[src/rtl/serial_tx_pkg.sv]
// Shared definitions for the serial link: FSM state encoding, line levels, counter sizing.
// The matching receiver imports this same package so both ends agree on encodings.
package serial_tx_pkg;

  typedef enum logic [1:0] {
    S_IDLE  = 2'd0,
    S_START = 2'd1,
    S_DATA  = 2'd2,
    S_STOP  = 2'd3
  } state_t;

  localparam logic LINE_IDLE  = 1'b1;
  localparam logic LINE_START = 1'b0;

  // One spare bit so a counter can hold its terminal value even when n is a power of two.
  function automatic int cnt_w(input int n);
    return $clog2(n) + 1;
  endfunction

endpackage

[src/rtl/serial_tx_bit_timer.sv]
// Bit-period timer: bit_done pulses every CLKS_PER_BIT cycles while clear is low.
// Zero-latency pulse off the counter register; no backpressure.
module serial_tx_bit_timer
  import serial_tx_pkg::*;
#(
  parameter int CLKS_PER_BIT = 4
) (
  input  logic clk,
  input  logic reset,
  input  logic clear,
  output logic bit_done
);

  localparam int CW = cnt_w(CLKS_PER_BIT);
  // Compare against CLKS_PER_BIT-1 as a constant so CLKS_PER_BIT=1 never underflows.
  localparam logic [CW-1:0] LAST = CW'(CLKS_PER_BIT - 1);

  logic [CW-1:0] r_cnt;
  logic          w_last;

  assign w_last   = (r_cnt == LAST);
  assign bit_done = w_last && !clear;

  always_ff @(negedge clk) begin
    if (reset || clear) begin
      r_cnt <= '0;
    end else if (w_last) begin
      r_cnt <= '0;
    end else begin
      r_cnt <= r_cnt + CW'(1);
    end
  end

endmodule

[src/rtl/serial_tx.sv]
// Parallel-to-serial transmitter: start bit, DATA_W bits LSB-first, stop bit; all outputs registered.
// Frame is (DATA_W+2)*CLKS_PER_BIT cycles; tx_ready only in IDLE, so the producer stalls for a whole frame.
module serial_tx
  import serial_tx_pkg::*;
#(
  parameter int DATA_W       = 8,
  parameter int CLKS_PER_BIT = 4
) (
  input  logic              clk,
  input  logic              reset,
  input  logic [DATA_W-1:0] tx_data,
  input  logic              tx_valid,
  output logic              tx_ready,
  output logic              tx_line,
  output logic              tx_busy
);

  localparam int BW = cnt_w(DATA_W);
  localparam logic [BW-1:0] LAST_BIT = BW'(DATA_W - 1);

  state_t            r_state;
  state_t            w_state_nxt;
  logic [DATA_W-1:0] r_shift;
  logic [DATA_W-1:0] w_shift_nxt;
  logic [BW-1:0]     r_bit_cnt;
  logic [BW-1:0]     w_bit_cnt_nxt;
  logic              r_line;
  logic              r_ready;
  logic              r_busy;
  logic              w_line_nxt;
  logic              w_ready_nxt;
  logic              w_busy_nxt;
  logic              w_bit_done;
  logic              w_timer_clear;
  logic              w_accept;

  assign w_accept      = tx_valid && r_ready;
  // Timer is held at zero while idle so the start bit gets a full period from the accept edge.
  assign w_timer_clear = (r_state == S_IDLE);

  serial_tx_bit_timer #(
    .CLKS_PER_BIT(CLKS_PER_BIT)
  ) u_bit_timer (
    .clk      (clk),
    .reset    (reset),
    .clear    (w_timer_clear),
    .bit_done (w_bit_done)
  );

  always_ff @(negedge clk) begin
    if (reset) begin
      r_state   <= S_IDLE;
      r_shift   <= '0;
      r_bit_cnt <= '0;
      r_line    <= LINE_IDLE;
      r_ready   <= 1'b1;
      r_busy    <= 1'b0;
    end else begin
      r_state   <= w_state_nxt;
      r_shift   <= w_shift_nxt;
      r_bit_cnt <= w_bit_cnt_nxt;
      r_line    <= w_line_nxt;
      r_ready   <= w_ready_nxt;
      r_busy    <= w_busy_nxt;
    end
  end

  always_comb begin
    w_state_nxt   = r_state;
    w_shift_nxt   = r_shift;
    w_bit_cnt_nxt = r_bit_cnt;
    case (r_state)
      S_IDLE: begin
        if (w_accept) begin
          w_state_nxt   = S_START;
          w_shift_nxt   = tx_data;
          w_bit_cnt_nxt = '0;
        end
      end
      S_START: begin
        if (w_bit_done) begin
          w_state_nxt = S_DATA;
        end
      end
      S_DATA: begin
        if (w_bit_done) begin
          if (r_bit_cnt == LAST_BIT) begin
            w_state_nxt   = S_STOP;
            w_bit_cnt_nxt = '0;
          end else begin
            w_shift_nxt   = r_shift >> 1;
            w_bit_cnt_nxt = r_bit_cnt + BW'(1);
          end
        end
      end
      S_STOP: begin
        if (w_bit_done) begin
          w_state_nxt = S_IDLE;
        end
      end
      default: begin
        w_state_nxt = S_IDLE;
      end
    endcase
  end

  // Outputs are decoded from the next state so they register on the same edge as the state.
  always_comb begin
    w_line_nxt  = LINE_IDLE;
    w_ready_nxt = 1'b0;
    w_busy_nxt  = 1'b1;
    case (w_state_nxt)
      S_IDLE: begin
        w_line_nxt  = LINE_IDLE;
        w_ready_nxt = 1'b1;
        w_busy_nxt  = 1'b0;
      end
      S_START: w_line_nxt = LINE_START;
      S_DATA:  w_line_nxt = w_shift_nxt[0];
      S_STOP:  w_line_nxt = LINE_IDLE;
      default: w_line_nxt = LINE_IDLE;
    endcase
  end

  assign tx_ready = r_ready;
  assign tx_line  = r_line;
  assign tx_busy  = r_busy;

endmodule

[config.mk]
export PLATFORM = sky130hd
export DESIGN_NAME = serial_tx
export DESIGN_NICKNAME = d
export VERILOG_FILES = /design/src/rtl/serial_tx_pkg.sv /design/src/rtl/serial_tx_bit_timer.sv /design/src/rtl/serial_tx.sv
export SDC_FILE = /design/constraint.sdc
export NUM_CORES = 1
export LEC_CHECK = 0
export BUFFER_PORTS_ARGS = -buffer_cell sky130_fd_sc_hd__buf_2
export CORE_ASPECT_RATIO = 1.25
export CORE_MARGIN = 2
export CORE_UTILIZATION = 54
export DETAILED_ROUTE_END_ITERATION = 12
export PLACE_DENSITY = 0.72
export SYNTH_ARGS = -nofsm -noshare
export SYNTH_HDL_FRONTEND = slang
export SYNTH_SLANG_ARGS = --single-unit
[constraint.sdc]
create_clock -name clk -period 2.7 [get_ports clk]
set_clock_uncertainty 0.1 [all_clocks]
set_input_delay 0.54 -clock clk [delete_from_list [all_inputs] [get_ports clk]]
set_output_delay 0.54 -clock clk [all_outputs]
set_load 0.02 [all_outputs]
* Word-level counts from Yosys, hierarchy flattened
Cells that the tools add are included.
Storage, ports and cells: register bits 20, output and inout bits 3
Cells by class: add/sub/neg operators 2, equal/unequal tests 11, muxes and demuxes 17, reductions and logical operators 11
Operator list (count):
- two-way mux 8 bit | 3
- case mux 8 bit (2 select lines) | 1
- two-way mux 4 bit | 3
- two-way mux 2 bit | 5
- equality test 2 bit, second input constant | 4
- case mux 2 bit (4 select lines) | 1
- case mux 4 bit (2 select lines) | 1
- adder 4 x 1 -> 4 bit, second input constant | 1
- equality test 2 x 1 -> 1 bit, second input constant | 2
- equality test 4 x 3 -> 1 bit, second input constant | 1
- logical NOT 2 bit | 2
- inequality test 2 bit, second input constant | 2
- AND reduction 4 bit | 1
- OR reduction 2 bit | 2
- adder 3 x 1 -> 3 bit, second input constant | 1
- equality test 3 x 2 -> 1 bit, second input constant | 1
- case mux 1 bit (3 select lines) | 1
- AND reduction 3 bit | 1
- logical AND 1 bit | 2
- two-way mux 1 bit | 2
- inequality test 2 x 1 -> 1 bit, second input constant | 1
- nonzero test 2 bit | 1
- logical NOT 1 bit | 1
- logical OR 1 bit | 1

* Depth between registers and ports, before layout
depth in word-level cells 8, mapped depth 11, mapped depth without buffers 10

* Cells and area by module
From an unflattened synthesis, not the netlist that was laid out.
Second synthesis, totals: cells, all modules 93, area, all modules 904.6 um^2
By module, submodules not included:
- serial_tx | times used 1, cells each 82, area each 778.2 um^2
- serial_tx_bit_timer | times used 1, cells each 11, area each 126.4 um^2

==> metrics.md <==
| Metric | Value |
|---|---|
| Switching power | 0.231 mW |
| DR vias/cell | 5.09 |
| RSZ-0062 raised after global routing | true |
| CP required | 2060 ps |
| CTS tree | built |
| P_leak | 0.634 nW |
| Core Footprint | 1740 sq um |
| Worst rel slew slack | 70.2% |
| Placement row count | 17 |
| Status | finished, violations left |
| Syn-to-layout area delta | 26.8% |
| Pint | 0.462 mW |
| DIE AREA | 2170 sq um |
| Post-Syn Area per Cell | 8.80 sq um |
| CP arrival | 2150 ps |
| WP depth | 1 |
| Register area share after synthesis | 41.0% |
| Largest net degree at the start of global routing | 13 |
| Die Y | 51.6 microns |
| Clock network fraction of design power | 39.0% |
| I/O Buffers | 13 |
| TritonCTS Buffers | 3 |
| Pre-CTS WS | -416 ps |
| Routed wire per std cell | 10.7 microns |
| Clock sinks | 20 |
| GR Overflow Total | 0 |
| Post-Synthesis Net Count | 128 |
| R2R depth | 10 |
| Synth unique cells | 31 |
| Yosys reg bits | 20 |
| Layout Nets | 165 |
| Most frequent cells in the layout | inv_1, dfxtp_1, nand2_1 |
| Worst setup SP type | flip-flop |
| Worst path slowest cell | dfxtp_2 |
| Crit path capture type | primary output |
| Routed WL | 1.78 mm |
| Crit-path cells | buf_6 |
| Synth warn | 0 |
| Cell Area, Synth | 977 sq um |
| Slew Viols, Final | 0 |
| Comb power frac | 14.0% |
| Placed Instances | 140 |
| H-tree depth | 1 |
| Setup Crit Path Kind | reg -> out |
| Drt pass-1 iters | 4 |
| Worst vdd ir | 0.392 mV |
| Initial antenna violation count | 0 |
| Final hold vios | 0 |
| Tot GR Track Use | 18.2% |
| Setup_tns | -268 ps |
| DR iter-0 viols | 14 |
| Pwr Density | 560 nW/um^2 |
| Share of layout cells above drive strength 1 | 24.5% |
| Worst path buffer plus inverter count | 1 |
| Clk slew on worst S/H paths | 40 ps |
| Detailed placer's ending HPWL | 1.21 mm |
| CP top delay family | flip-flops |
| Sw frac | 33.3% |
| Syn Inst Count | 111 |
| Clk_lat worst skew | 390 ps |
| Crit-path max cell delay | 310 ps |
| Antenna Cells | 0 |
| Setup ws final | -93.9 ps |
| Seq pwr share | 47.0% |
| Initial cell density of the core | 56.0% |
| Max Fanout on Critical Path | 2 |
| Routed Antenna Nets | 0 |
| Layout Cells excl Fill | 166 |
| GP Congestion | 0.728 |
| Max Buffers Root-to-Sink | 2 |
| Vias in the first global route | 804 |
| Via count | 845 |
| Global-route wire length before repair | 3.03 mm |
| Setup violators final | 3 |
| Remaining DRCs | 0 |
| CTS root buf | clkbuf_4 |
| WHS Path Cells | 1 |
| Worst Hold Class | reg -> reg |
| Worst Tran Pin Value | 447 ps |
| Commonest non-fill, non-tap cell in the layout | inv_1 |
| Violated checks | setup timing |
| Die width | 42.1 microns |
| Top-Level Pins | 14 |
| MaxCap Viol Count | 0 |
## worst reg2reg max path: cells and delay by family (launching register included)
kind	cells	cell delay, ps
compound gates	1	40
simple gates	4	370
xor+xnor	1	330
buf+inv	1	90
flops	1	320
fa+ha+maj	3	830
## power groups by stage
stage | sequential [mW] | combinational (mW) | clock, mW
after CTS | 0.325 | 0.0893 | 0.284
after global routing | 0.327 | 0.108 | 0.304
after floorplan | 0.330 | 0.0520 | 0.0476
after detailed placement | 0.328 | 0.0791 | 0.0476
final | 0.326 | 0.0974 | 0.270
after global placement | 0.328 | 0.0771 | 0.0476
## per-stage QoR
stage / hold slack [ps] / instance area (sq um) / total power [mW] / utilization [%]
after detailed placement: 316 / 1070 / 0.455 / 61.3
after CTS: 322 / 1210 / 0.698 / 69.2
after global placement: 310 / 1070 / 0.453 / 61.3
final: 318 / 1240 / 0.693 / 71.0
after global routing: 356 / 1240 / 0.739 / 71.0
after floorplan: 299 / 990 / 0.430 / -
## cells in the mapped netlist
| master | n | area, sq um |
|---|---|---|
| a2111oi_4 | 1 | 27.5 |
| a21bo_2 | 1 | 10.0 |
| a21o_1 | 1 | 7.51 |
| a21oi_1 | 12 | 60.1 |
| a22oi_1 | 6 | 45.0 |
| a31oi_1 | 1 | 6.26 |
| a31oi_2 | 1 | 12.5 |
| a32oi_1 | 1 | 8.76 |
| and3_1 | 1 | 6.26 |
| and4_4 | 1 | 11.3 |
| buf_2 | 2 | 10.0 |
| buf_4 | 1 | 7.51 |
| buf_6 | 1 | 11.3 |
| clkbuf_1 | 3 | 11.3 |
| dfxtp_1 | 20 | 400 |
| ha_1 | 6 | 75.1 |
| inv_1 | 7 | 26.3 |
| mux2i_1 | 1 | 10.0 |
| nand2_1 | 15 | 56.3 |
| nand3_1 | 2 | 10.0 |
| nand3b_1 | 1 | 7.51 |
| nand3b_4 | 1 | 20.0 |
| nand4b_1 | 2 | 17.5 |
| nor2_1 | 13 | 48.8 |
| nor2b_1 | 1 | 6.26 |
| nor2b_4 | 1 | 13.8 |
| nor3_1 | 1 | 5.00 |
| nor4bb_1 | 1 | 10.0 |
| o21ai_0 | 4 | 20.0 |
| or2_2 | 1 | 6.26 |
| xor2_1 | 1 | 8.76 |
## state kept, by name, indices dropped and copies added (netlist names)
register           flops
r_bit_cnt              4
r_shift                8
r_state                2
tx_busy                1
tx_line                1
tx_ready               1
u_bit_timer.r_cnt      3
## path summary, 6_finish.rpt
check / end / slack [ps] / start
worst max-delay path: tx_ready / -90 / tx_ready$_SDFF_NP1_
worst min-delay path: u_bit_timer.r_cnt[0]$_SDFF_NP0_ / 320 / u_bit_timer.r_cnt[0]$_SDFF_NP0_
worst max register to register: tx_line$_SDFF_NP1_ / 490 / u_bit_timer.r_cnt[0]$_SDFF_NP0_
worst min register to register: u_bit_timer.r_cnt[0]$_SDFF_NP0_ / 320 / u_bit_timer.r_cnt[0]$_SDFF_NP0_
## logic make-up (layout without fill, tap and decap cells)
group / count (synthesis) / count (layout) / share of synthesized area (%)
xor+xnor: 1 / 1 / 0.896
mux: 1 / 1 / 1.02
flops: 20 / 20 / 41.0
simple gates: 41 / 41 / 22.4
fa+ha+maj: 6 / 6 / 7.68
compound gates: 28 / 28 / 20.2
buf+inv: 14 / 50 / 6.79
## routing by layer
metal | track usage (%) | vias to the layer above | share of wire [%]
met1 | 20.7 | 374 | 46
met3 | 5.56 | 5 | 2.8
met5 | 0 | - | 0
met4 | 16.1 | 0 | 2.2
met2 | 27.3 | 14 | 49
li1 | - | 452 | -
## layout make-up
class                      instances  area [sq um]
clock inverter                    21          81.3
timing repair buffer              20           155
clock buffer                       3          22.5
inverter                           6          22.5
sequential                        20           404
fill                             143           505
multi-input combinational         77           529
tap                               19          23.8
## what timing repair did
item / in CTS / in global routing
hold buffers: 0 / 0
gates resized for setup: 11 / 1
gates cloned: 0 / 0
pin swaps: 2 / 3
setup endpoints to repair: 4 / 10
buffers inserted: 1 / 2
endpoints found under the hold margin: 0 / 0
No activity file was read; power rests on OpenSTA's default activity.
